**src/rtl/ssp_pkg.sv**
```systemverilog
// Shared types and defaults for the SSP transmit path.
package ssp_pkg;

    typedef enum logic [1:0] {
        IDLE,
        FETCH,
        SYNC,
        SHIFT
    } ssp_tx_state_e;

    localparam int SSP_DATA_W_DEF  = 8;
    localparam int SSP_CLK_DIV_DEF = 2;

endpackage

```
**src/rtl/ssp_clk_gen.sv**
```systemverilog
// SSP bit-clock divider: one bit period is 2*CLK_DIV clk_i cycles, ssp_clk high in the first half.
// start_i restarts a bit period (clock high next cycle); run_i low parks the clock low.
module ssp_clk_gen
    import ssp_pkg::*;
#(
    parameter int CLK_DIV = SSP_CLK_DIV_DEF
) (
    input  logic clk_i,
    input  logic rst_ni,
    input  logic start_i,
    input  logic run_i,
    output logic rise_tick_o,
    output logic fall_tick_o,
    output logic end_tick_o,
    output logic ssp_clk_o
);

    localparam int CW = $clog2(CLK_DIV) + 1;
    localparam logic [CW-1:0] CNT_MAX = CW'(CLK_DIV - 1);

    logic [CW-1:0] cnt_q;
    logic          clk_q;

    always_ff @(posedge clk_i or negedge rst_ni) begin
        if (!rst_ni) begin
            cnt_q <= '0;
            clk_q <= 1'b0;
        end else if (start_i) begin
            cnt_q <= '0;
            clk_q <= 1'b1;
        end else if (!run_i) begin
            cnt_q <= '0;
            clk_q <= 1'b0;
        end else if (cnt_q == CNT_MAX) begin
            cnt_q <= '0;
            clk_q <= ~clk_q;
        end else begin
            cnt_q <= cnt_q + 1'b1;
        end
    end

    // Ticks qualify the current cycle: first cycle of each half, last cycle of the period.
    assign rise_tick_o = clk_q & (cnt_q == '0);
    assign fall_tick_o = ~clk_q & (cnt_q == '0);
    assign end_tick_o  = ~clk_q & (cnt_q == CNT_MAX);
    assign ssp_clk_o   = clk_q;

endmodule

```
**src/rtl/ssp_tx_serializer.sv**
```systemverilog
// SSP transmitter: pops bytes from the TX FIFO and sends TI-style frames (FSS period, then MSB-first data).
// Define SSP_TX_BACK2BACK_EN to prefetch during the last bit and chain frames with no idle gap.
module ssp_tx_serializer
    import ssp_pkg::*;
#(
    parameter int DATA_W  = SSP_DATA_W_DEF,
    parameter int CLK_DIV = SSP_CLK_DIV_DEF
) (
    input  logic              clk_i,
    input  logic              rst_ni,
    input  logic              enable_i,
    input  logic              fifo_empty_i,
    output logic              fifo_read_o,
    input  logic [DATA_W-1:0] fifo_rd_data_i,
    output logic              ssp_clk_o,
    output logic              ssp_fss_o,
    output logic              ssp_txd_o,
    output logic              busy_o
);

    localparam int BW = $clog2(DATA_W);

    ssp_tx_state_e     state_q;
    logic [DATA_W-1:0] shreg_q;
    logic [BW-1:0]     bit_cnt_q;
    logic              fss_q, txd_q, busy_q, armed_q;

    logic rise_tick, fall_tick, end_tick;
    logic can_pop, idle_pop, b2b_pop, last_bit, frame_end, chain, run;
    logic unused_ticks;

    // armed_q keeps the pop strobe quiet while reset is held and for the first cycle after release.
    assign can_pop   = armed_q & enable_i & ~fifo_empty_i;
    assign idle_pop  = (state_q == IDLE) & can_pop;
    assign last_bit  = (state_q == SHIFT) && (bit_cnt_q == '0);
    assign frame_end = last_bit & end_tick;

`ifdef SSP_TX_BACK2BACK_EN
    logic pend_q;

    assign b2b_pop = last_bit & rise_tick & can_pop & ~pend_q;
    assign chain   = pend_q;

    always_ff @(posedge clk_i or negedge rst_ni) begin
        if (!rst_ni)        pend_q <= 1'b0;
        else if (b2b_pop)   pend_q <= 1'b1;
        else if (frame_end) pend_q <= 1'b0;
    end
`else
    assign b2b_pop = 1'b0;
    assign chain   = 1'b0;
`endif

    assign fifo_read_o  = idle_pop | b2b_pop;
    assign run          = ((state_q == SYNC) || (state_q == SHIFT)) && !(frame_end && !chain);
    assign unused_ticks = fall_tick ^ rise_tick;

    ssp_clk_gen #(.CLK_DIV(CLK_DIV)) u_clk_gen (
        .clk_i       (clk_i),
        .rst_ni      (rst_ni),
        .start_i     (state_q == FETCH),
        .run_i       (run),
        .rise_tick_o (rise_tick),
        .fall_tick_o (fall_tick),
        .end_tick_o  (end_tick),
        .ssp_clk_o   (ssp_clk_o)
    );

    always_ff @(posedge clk_i or negedge rst_ni) begin
        if (!rst_ni) begin
            state_q   <= IDLE;
            shreg_q   <= '0;
            bit_cnt_q <= '0;
            fss_q     <= 1'b0;
            txd_q     <= 1'b0;
            busy_q    <= 1'b0;
            armed_q   <= 1'b0;
        end else begin
            armed_q <= 1'b1;
            case (state_q)
                IDLE: begin
                    if (idle_pop) begin
                        state_q <= FETCH;
                        busy_q  <= 1'b1;
                    end
                end
                FETCH: begin
                    shreg_q <= fifo_rd_data_i;
                    state_q <= SYNC;
                    fss_q   <= 1'b1;
                    txd_q   <= 1'b0;
                end
                SYNC: begin
                    if (end_tick) begin
                        state_q   <= SHIFT;
                        fss_q     <= 1'b0;
                        txd_q     <= shreg_q[DATA_W-1];
                        bit_cnt_q <= BW'(DATA_W - 1);
                    end
                end
                SHIFT: begin
                    if (end_tick) begin
                        if (bit_cnt_q != '0) begin
                            // Outputs are registered, so present the next bit as it shifts in.
                            shreg_q   <= shreg_q << 1;
                            txd_q     <= shreg_q[DATA_W-2];
                            bit_cnt_q <= bit_cnt_q - 1'b1;
                        end else if (chain) begin
                            shreg_q <= fifo_rd_data_i;
                            state_q <= SYNC;
                            fss_q   <= 1'b1;
                            txd_q   <= 1'b0;
                        end else begin
                            state_q <= IDLE;
                            busy_q  <= 1'b0;
                            txd_q   <= 1'b0;
                        end
                    end
                end
                default: state_q <= IDLE;
            endcase
        end
    end

    assign ssp_fss_o = fss_q;
    assign ssp_txd_o = txd_q;
    assign busy_o    = busy_q;

endmodule

```
**config.mk**
```make
export PLATFORM = sky130hd
export DESIGN_NAME = ssp_tx_serializer
export DESIGN_NICKNAME = d
export VERILOG_FILES = /design/src/rtl/ssp_pkg.sv /design/src/rtl/ssp_clk_gen.sv /design/src/rtl/ssp_tx_serializer.sv
export SDC_FILE = /design/constraint.sdc
export NUM_CORES = 1
export LEC_CHECK = 0
export BUFFER_PORTS_ARGS = -buffer_cell sky130_fd_sc_hd__buf_2
export CORE_MARGIN = 3
export CORE_UTILIZATION = 40
export DETAILED_ROUTE_END_ITERATION = 16
export GPL_TIMING_DRIVEN = 0
export PLACE_DENSITY = 0.59
export SETUP_SLACK_MARGIN = 0.05
export SLEW_MARGIN = 20
export SYNTH_ARGS = -nofsm -noshare
export SYNTH_HDL_FRONTEND = slang
export SYNTH_SLANG_ARGS = --single-unit
export TNS_END_PERCENT = 20
```
**constraint.sdc**
```tcl
create_clock -name clk_i -period 3.85 [get_ports clk_i]
set_clock_uncertainty 0.1 [all_clocks]
set_input_delay 0.5775 -clock clk_i [delete_from_list [all_inputs] [get_ports clk_i]]
set_output_delay 0.5775 -clock clk_i [all_outputs]
set_load 0.02 [all_outputs]
```
# Word level (Yosys, flattened, before mapping)
# Cells that the tools add are included.
# op_classes
bitwise,7
shifts,0
eq_ne,10
n_reduce_logical,18
magnitude_cmp,0
mux,28
addsub,2
mul,0
n_div,0
# op_table
cell,n
8-bit two-way mux,2
8-bit case mux with 2 select lines,1
2-bit two-way mux,7
4-bit AND reduction,3
1-bit two-way mux,10
3-bit two-way mux,3
"2-bit inequality test, second input constant",4
2-bit case mux with 4 select lines,1
2-bit nonzero test,4
3-bit case mux with 2 select lines,1
3-bit AND reduction,2
3-bit nonzero test,2
1-bit AND,5
"2-bit by 1-bit == test with 1-bit output, second input constant",2
"2-bit == test, second input constant",2
1-bit case mux with 2 select lines,2
3-bit zero test,1
"3-bit by 2-bit inequality test with 1-bit output, second input constant",1
1-bit case mux with 3 select lines,1
"3-bit by 1-bit subtractor with 3-bit output, second input constant",1
"2-bit by 1-bit adder with 2-bit output, second input constant",1
1-bit logical AND,2
2-bit zero test,1
"2-bit by 1-bit inequality test with 1-bit output, second input constant",1
4 further kinds,5
# totals
elab_cells,74
input_bits,12
memories,0
ramBits,0
out_inout_bits,5
mem_bits_ro,0
register_bits,20
latch_bits,0

# Longest topological paths before layout
# Gate-level depths: netlist of the first run.
# depth
depth_word,7
ltp_mapped,6
depth_no_buf,6

# Modules after synthesis
# A second synthesis of the first run with hierarchy kept.
# unflattened
cells_unflattened,108
hier_area_um2,1064.8
# by_module_without_submodules
module,cells_each,instances,area_per_inst_um2,seq_area_each_um2
ssp_tx_serializer,96,1,923.4,425.4
ssp_clk_gen,12,1,141.4,75.1

# Least setup slack after synthesis of the first run
# No wires, ideal clock.
# synth_path
path_type,input to output
startpoint,input port fifo_empty_i
endpoint,output port fifo_read_o
path_buffers,0
arrival_ns,1.060
t_required_ns,3.172
path_slack_ns,2.112
path_stages,2
path_cell_list,nand3b_1 -> nor2_1
# synth_between
elab_chain_len,3
# synth_lines
element,line_no,source
from (decl),ssp_tx_serializer.sv:12,"input logic fifo_empty_i,"
1-bit inverter,ssp_tx_serializer.sv:33,assign can_pop = armed_q & enable_i & ~fifo_empty_i;
1-bit AND,ssp_tx_serializer.sv:33,
1-bit AND,ssp_tx_serializer.sv:34,assign idle_pop = (state_q == IDLE) & can_pop;
to (decl),ssp_tx_serializer.sv:13,"output logic fifo_read_o,"
# Every way passes these cells.

# Worst setup path after layout of the first run
# layout_path
startpoint,register state_q[0]
endpoint,output port fifo_read_o
# layout_between
elab_chain_len,2
# layout_lines
element,line_no,source
from (decl),ssp_tx_serializer.sv:23,ssp_tx_state_e state_q;
from (signal assigned),ssp_tx_serializer.sv:71,state_q <= IDLE;
from (signal assigned),ssp_tx_serializer.sv:83,state_q <= FETCH;
from (signal assigned),ssp_tx_serializer.sv:89,state_q <= SYNC;
2-bit zero test,ssp_tx_serializer.sv:34,
1-bit AND,ssp_tx_serializer.sv:34,
# Every way passes these cells.

==> flow_summary.yaml, run 1 <==
status:
  status: "finished, final reports clean"
synth:
  synth_cells: 106
  synth.net_count: 124
  yosys_warnings: 0
  synth_area_mm2: 0.001044
  yosysUniqueCellTypes: 31
  yosys_register_bits: 20
  synthArstFlopShare_pct: 100.0
  synth_edf_count: 0
  synth_area_per_cell_um2: 9.844
  ys_seq_area_share_pct: 47.96
  synth-main-ff-cell: "dfrtp_1"
routing:
  viasPerCell: 5.558
  ant_nets: 0
  drt_wl_total_mm: 2.121
  drt_iter0_drc: 22
  drt_drc_violations_left: 0
  routedWlPerCell_um: 13.77
  dr.pass1.iters: 4
  vias: 856
power_and_ir_drop:
  p_seq_share_pct: 38.8
  clkPwrFrac_pct: 13.6
  peakVddDrop_mv: 0.4113
  switching_share_pct: 42.43
  power.leakage_uw: 0.0005245
  p_total_uw: 924.9
  p_comb_share_pct: 47.6
  power.net_switching_uw: 392.4
  intPower_uw: 532.5
  pwr_density_cell_mw_per_mm2: 774.0
critical_path:
  crit_required_ns: 3.17
  setup.worst_path.start_class: "register"
  worstPathArrival_ns: 1.43
  end_kind: "output port"
  crit_type: "register to output port"
  worstPathMaxFanout: 4
job:
  maxCapViolations: 0
cts:
  cts.sinks: 20
  cts_root_buf: "clkbuf_4"
  cts_setup_buffers: 0
  holdBufCountCts: 0
  cts_tree: "built"
  clock_latency_ns: 0.30
  clk_path_buf_depth: 2
  cts_resized: 0
  numCtsBuffers: 3
  h-tree-depth: 1
  path_clk_slew_ns: 0.12
global_routing:
  grt_pass1_vias: 806
  antenna_found_initial: 0
  globalRouteTotalUtil_pct: 14.09
  grt-ovfl-total: 0
  grt_max_degree: 21
  grt_pass1_wl_mm: 3.663
timing:
  finalSetupTns_ns: 0
  fmax_ghz: 0.4745
  finalCriticalPeriod_ns: 2.108
  rsz0062_at_grt: "false"
  min_period_over_period_pct: 54.74
  hold_viol: 0
  setup_viol: 0
  slew_violations: 0
placed_design:
  place.gp.congestion: 0.6826
  hpwlAfterDp_mm: 1.479
  io_buffers: 16
cells_and_area:
  mostFrequentLayoutCells: "20 x dfrtp_1, 18 x buf_2, 14 x nor2_1, 8 x a211oi_1, 8 x o21ai_0"
  antenna_cells: 0
  fillers: 228
  final_common_cell: "dfrtp_1"
  drive_gt1_share_pct: 21.43
  regArea_um2: 500.5
  final_nets: 145
  synthToLayoutAreaGrowth_pct: 14.51
  multi_input_area_um2: 506.7
floorplanning:
  dieHeight_um: 57.08
  rows: 17
  die_area_mm2: 0.003258
  pin_count: 17
  core-area_mm2: 0.002340
  start_util_pct: 44.60
  die_width_um: 57.08
min_path:
  hold_class: "primary input to async pin"
-- kinds of logic after synthesis --
logic type | count (synthesis) | synth area share (%)
compound gates | 35 | 20.98
fa+ha+maj | 6 | 7.194
buf+inv | 9 | 3.477
flops | 20 | 47.96
mux | 2 | 2.038
other cells | 1 | 0.3594
simple gates | 33 | 17.99
-- worst paths after layout --
kind	cells past startpoint	slack (ns)	startpoint	end
max in group asynchronous	1	3.24	rst_ni	ssp_txd_o
hold / removal	1	0.1	rst_ni	u_clk_gen.cnt_q[1]
hold reg to reg	2	0.40	ssp_txd_o	ssp_txd_o
setup reg to reg	6	2.01	bit_cnt_q[0]	state_q[0]
min in group clk_i	2	0.40	ssp_txd_o	ssp_txd_o
setup / recovery	5	1.74	state_q[0]	fifo_read_o
-- cells in the mapped netlist (2+ instances only) --
master | count | area [µm²]
nand3_1 | 3 | 15.01
ha_1 | 6 | 75.07
nand2_1 | 5 | 18.77
o22ai_1 | 7 | 43.79
a21oi_1 | 6 | 30.03
buf_2 | 2 | 10.01
and2_1 | 2 | 12.51
a211oi_1 | 8 | 60.06
nor2_1 | 14 | 52.55
inv_1 | 6 | 22.52
dfrtp_1 | 20 | 500.5
o21ai_0 | 8 | 40.04
-- critical path: stages, from the launching register on --
cell     delay, ns
dfrtp_1       0.44
inv_1         0.12
ha_1          0.22
inv_1         0.05
nor2_1        0.12
buf_2         0.18
-- layout make-up --
cell class	count	area share, %
multi-input combinational	77	42.41
sequential	20	41.88
timing repair buffer	16	6.702
clock buffer	4	3.037
tap	28	2.932
inverter	7	2.199
buffer	2	0.8377
-- flip-flops by register name, summed over array words and instances (netlist names) --
register             count
armed_q                  1
bit_cnt_q                3
busy_o                   1
shreg_q                  8
ssp_fss_o                1
ssp_txd_o                1
state_q                  2
u_clk_gen.cnt_q          2
u_clk_gen.ssp_clk_o      1
-- power groups by stage --
stage / clock network (µW) / logic (µW) / registers, µW
after global routing: 136 / 503 / 372
after CTS: 129 / 443 / 358
after detailed placement: 0 / 433 / 362
final: 125 / 440 / 359
after floorplan: 0 / 325 / 365
after global placement: 0 / 427 / 359
-- routing by layer --
layer / GRT usage [%] / up-vias / share of wire, %
met5: 0 / - / 0
met4: 6.291 / 0 / 1.2
met3: 2.036 / 4 / 4.3
met2: 21.37 / 21 / 47
met1: 19.89 / 414 / 47
li1: - / 417 / -
-- through the flow --
step           hold slack, ns  instances  utilization (%)  instance area (µm²)  setup WS [ns]
5_1_grt                0.1249        154            51.07                 1195          1.644
3_5_place_dp           0.3747        150            49.52                 1159          2.015
2_1_floorplan          0.1819        106                -                 1044          2.112
4_1_cts                0.1067        154            51.07                 1195          1.725
6_report              0.09931        154            51.07                 1195          1.742
3_3_place_gp           0.3729        150            49.52                 1159          2.026
Power figures use the tool's default switching activity.
==> run 2: changes to the inputs <==
--- a/config.mk
+++ b/config.mk
@@ -10,7 +10,7 @@
 export CORE_UTILIZATION = 40
 export DETAILED_ROUTE_END_ITERATION = 16
 export GPL_TIMING_DRIVEN = 0
-export PLACE_DENSITY = 0.59
+export PLACE_DENSITY = 0.61
 export SETUP_SLACK_MARGIN = 0.05
 export SLEW_MARGIN = 20
 export SYNTH_ARGS = -nofsm -noshare
==> constraint.sdc (replaced) <==
create_clock -name clk_i -period 1.8 [get_ports clk_i]
set_clock_uncertainty 0.1 [all_clocks]
set_input_delay 0.27 -clock clk_i [delete_from_list [all_inputs] [get_ports clk_i]]
set_output_delay 0.27 -clock clk_i [all_outputs]
set_load 0.02 [all_outputs]
==> run 2 against run 1 <==
Compared with the run above: sequential cell count is the same; sequential power grew 110%; sequential share of layout area shrank 2.0 points; register-to-register slack lost 2.0 ns; final cell count grew 2.6%; critical path type is now register to register.
==> flow_summary.yaml, run 2 (synthesis results as in run 1) <==
timing:
  finalCriticalPeriod_ns: 1.748
  slew_violations: 0
  fin_ws_ns: 0.05205
  whs_ns: 0.1102
  rsz0062_at_grt: "true"
  hold_viol: 0
  setup_viol: 0
  fmax_ghz: 0.5721
  min_period_over_period_pct: 97.11
global_routing:
  antenna_found_initial: 0
  grt_max_degree: 21
  globalRouteTotalUtil_pct: 14.39
  grt-ovfl-total: 0
  grt_pass1_wl_mm: 3.698
  grt_pass1_vias: 796
cells_and_area:
  top_regs: "shreg_q: 8 flops, bit_cnt_q: 3 flops"
  final_nets: 150
  fillers: 238
  mostFrequentLayoutCells: "20 x dfrtp_1, 16 x buf_2, 13 x nor2_1, 8 x a211oi_1, 8 x o21ai_0"
  synthToLayoutAreaGrowth_pct: 20.38
  stdcell_count: 158
  final_common_cell: "dfrtp_1"
  drive_gt1_share_pct: 29.23
  top_register: "shreg_q"
  antenna_cells: 0
  largest_reg_flops: 8
  fin_util_pct: 53.69
floorplanning:
  dieHeight_um: 57.08
  pin_count: 17
  rows: 17
  die_width_um: 57.08
  start_util_pct: 44.60
  die_area_mm2: 0.003258
  core-area_mm2: 0.002340
critical_path:
  critPathMaxStageDelay_ns: 0.45
  rrSetupSlack_ns: 0.05
  slowest_stage: "dfrtp_1"
  crit_start: "state_q[0]"
  reg2reg_to: "state_q[1]"
  path_cells: "ha_1, clkbuf_4, nor2_4, o21ai_2, mux2_2"
  worstPathMaxFanout: 10
  crit_required_ns: 1.89
  cp-endpoint: "state_q[1]"
  end_kind: "register"
  r2r_cells: 5
  crit_type: "register to register"
  worstPathArrival_ns: 1.84
  setup.worst_path.start_class: "register"
  rr_startpoint: "state_q[0]"
routing:
  ant_nets: 0
  routedWlPerCell_um: 13.45
  drt_drc_violations_left: 0
  vias: 880
  drt_iter0_drc: 10
  dr.pass1.iters: 4
  viasPerCell: 5.570
  drt_wl_total_mm: 2.125
cts:
  clk_path_buf_depth: 2
  cts.sinks: 20
  clock_latency_ns: 0.29
  cts_root_buf: "clkbuf_4"
  h-tree-depth: 1
  cts_tree: "built"
  path_clk_slew_ns: 0.11
  numCtsBuffers: 3
power_and_ir_drop:
  intPower_uw: 1191
  switching_share_pct: 42.15
  peakVddDrop_mv: 1.010
  power.net_switching_uw: 867.6
  p_seq_share_pct: 37.3
  p_comb_share_pct: 52.5
  power.leakage_uw: 0.0005466
  pwr_density_cell_mw_per_mm2: 1639
  clkPwrFrac_pct: 10.1
placed_design:
  dpl.cell_count: 150
  io_buffers: 16
  place.gp.congestion: 0.6860
  dpl_worst_slack_ns: 0.08267
  hpwlAfterDp_mm: 1.453
job:
  maxCapViolations: 0
status:
  status: "finished, final reports clean"
min_path:
  hold_class: "primary input to register"
-- run 2: cell types whose count changed in the layout (fill, tap and decap cells not counted), sizes merged --
cell / delta
clkinvlp: +1
clkinv: -1
dlygate4sd3: +1
buf: +3
-- run 2: critical path: cells and delay by family, from the launching register on --
kind            cells  cell delay [ns]
compound gates      1             0.17
fa+ha+maj           1             0.25
buf+inv             1             0.25
flops               1             0.45
mux                 1             0.35
simple gates        1             0.07
-- run 2: what timing repair did --
item / in CTS / in global routing
setup buffers: 2 / 2
endpoints found under the hold margin: 20 / 0
hold buffers: 1 / 0
setup endpoints to repair: 1 / 11
resized for setup: 1 / 11
pin swaps: 0 / 1
-- run 2: layout make-up --
class | count | area [µm²] | share of cell area (%)
tap | 28 | 35.03 | 2.789
inverter | 7 | 30.03 | 2.390
timing repair buffer | 21 | 122.6 | 9.761
sequential | 20 | 500.5 | 39.84
clock buffer | 3 | 22.52 | 1.793
buffer | 2 | 12.51 | 0.9960
multi-input combinational | 77 | 533.0 | 42.43
-- run 2: layer usage --
| layer | up-vias | track usage, % | share of wire, % | wire (µm) |
|---|---|---|---|---|
| met1 | 424 | 21.07 | 49 | 1037 |
| met3 | 4 | 3.394 | 4.6 | 97 |
| met2 | 22 | 20.72 | 45 | 957 |
| li1 | 430 | - | - | - |
| met5 | - | 0 | 0 | 0 |
| met4 | 0 | 4.967 | 1.5 | 32 |
-- run 2: how the worst min path moves through the flow --
stage | cells after the start | from | slack [ns] | end
floorplan | 0 | rst_ni | -0.13 | armed_q
global placement | 1 | rst_ni | 0.14 | bit_cnt_q[1]
detailed placement | 1 | rst_ni | 0.15 | bit_cnt_q[1]
CTS | 3 | fifo_rd_data_i[3] | 0.10 | shreg_q[3]
global route | 3 | fifo_rd_data_i[5] | 0.1 | shreg_q[5]
finish | 3 | fifo_rd_data_i[3] | 0.11 | shreg_q[3]
-- run 2: power by group through the flow --
stage	Combinational [µW]	Clock (µW)	Sequential [µW]
floorplan	694	0	780
global placement	908	0	766
detailed placement	923	0	774
CTS	974	218	758
global route	1230	245	792
finish	1080	208	769
-- run 2: per-stage QoR --
| stage | TNS (ns) | instance area [µm²] | power [µW] |
|---|---|---|---|
| final | 0 | 1256 | 2058 |
| after global routing | -0.05149 | 1256 | 2268 |
| after CTS | 0 | 1209 | 1949 |
| after detailed placement | 0 | 1159 | 1696 |
| after global placement | 0 | 1159 | 1674 |
| after floorplan | 0 | 1044 | 1475 |
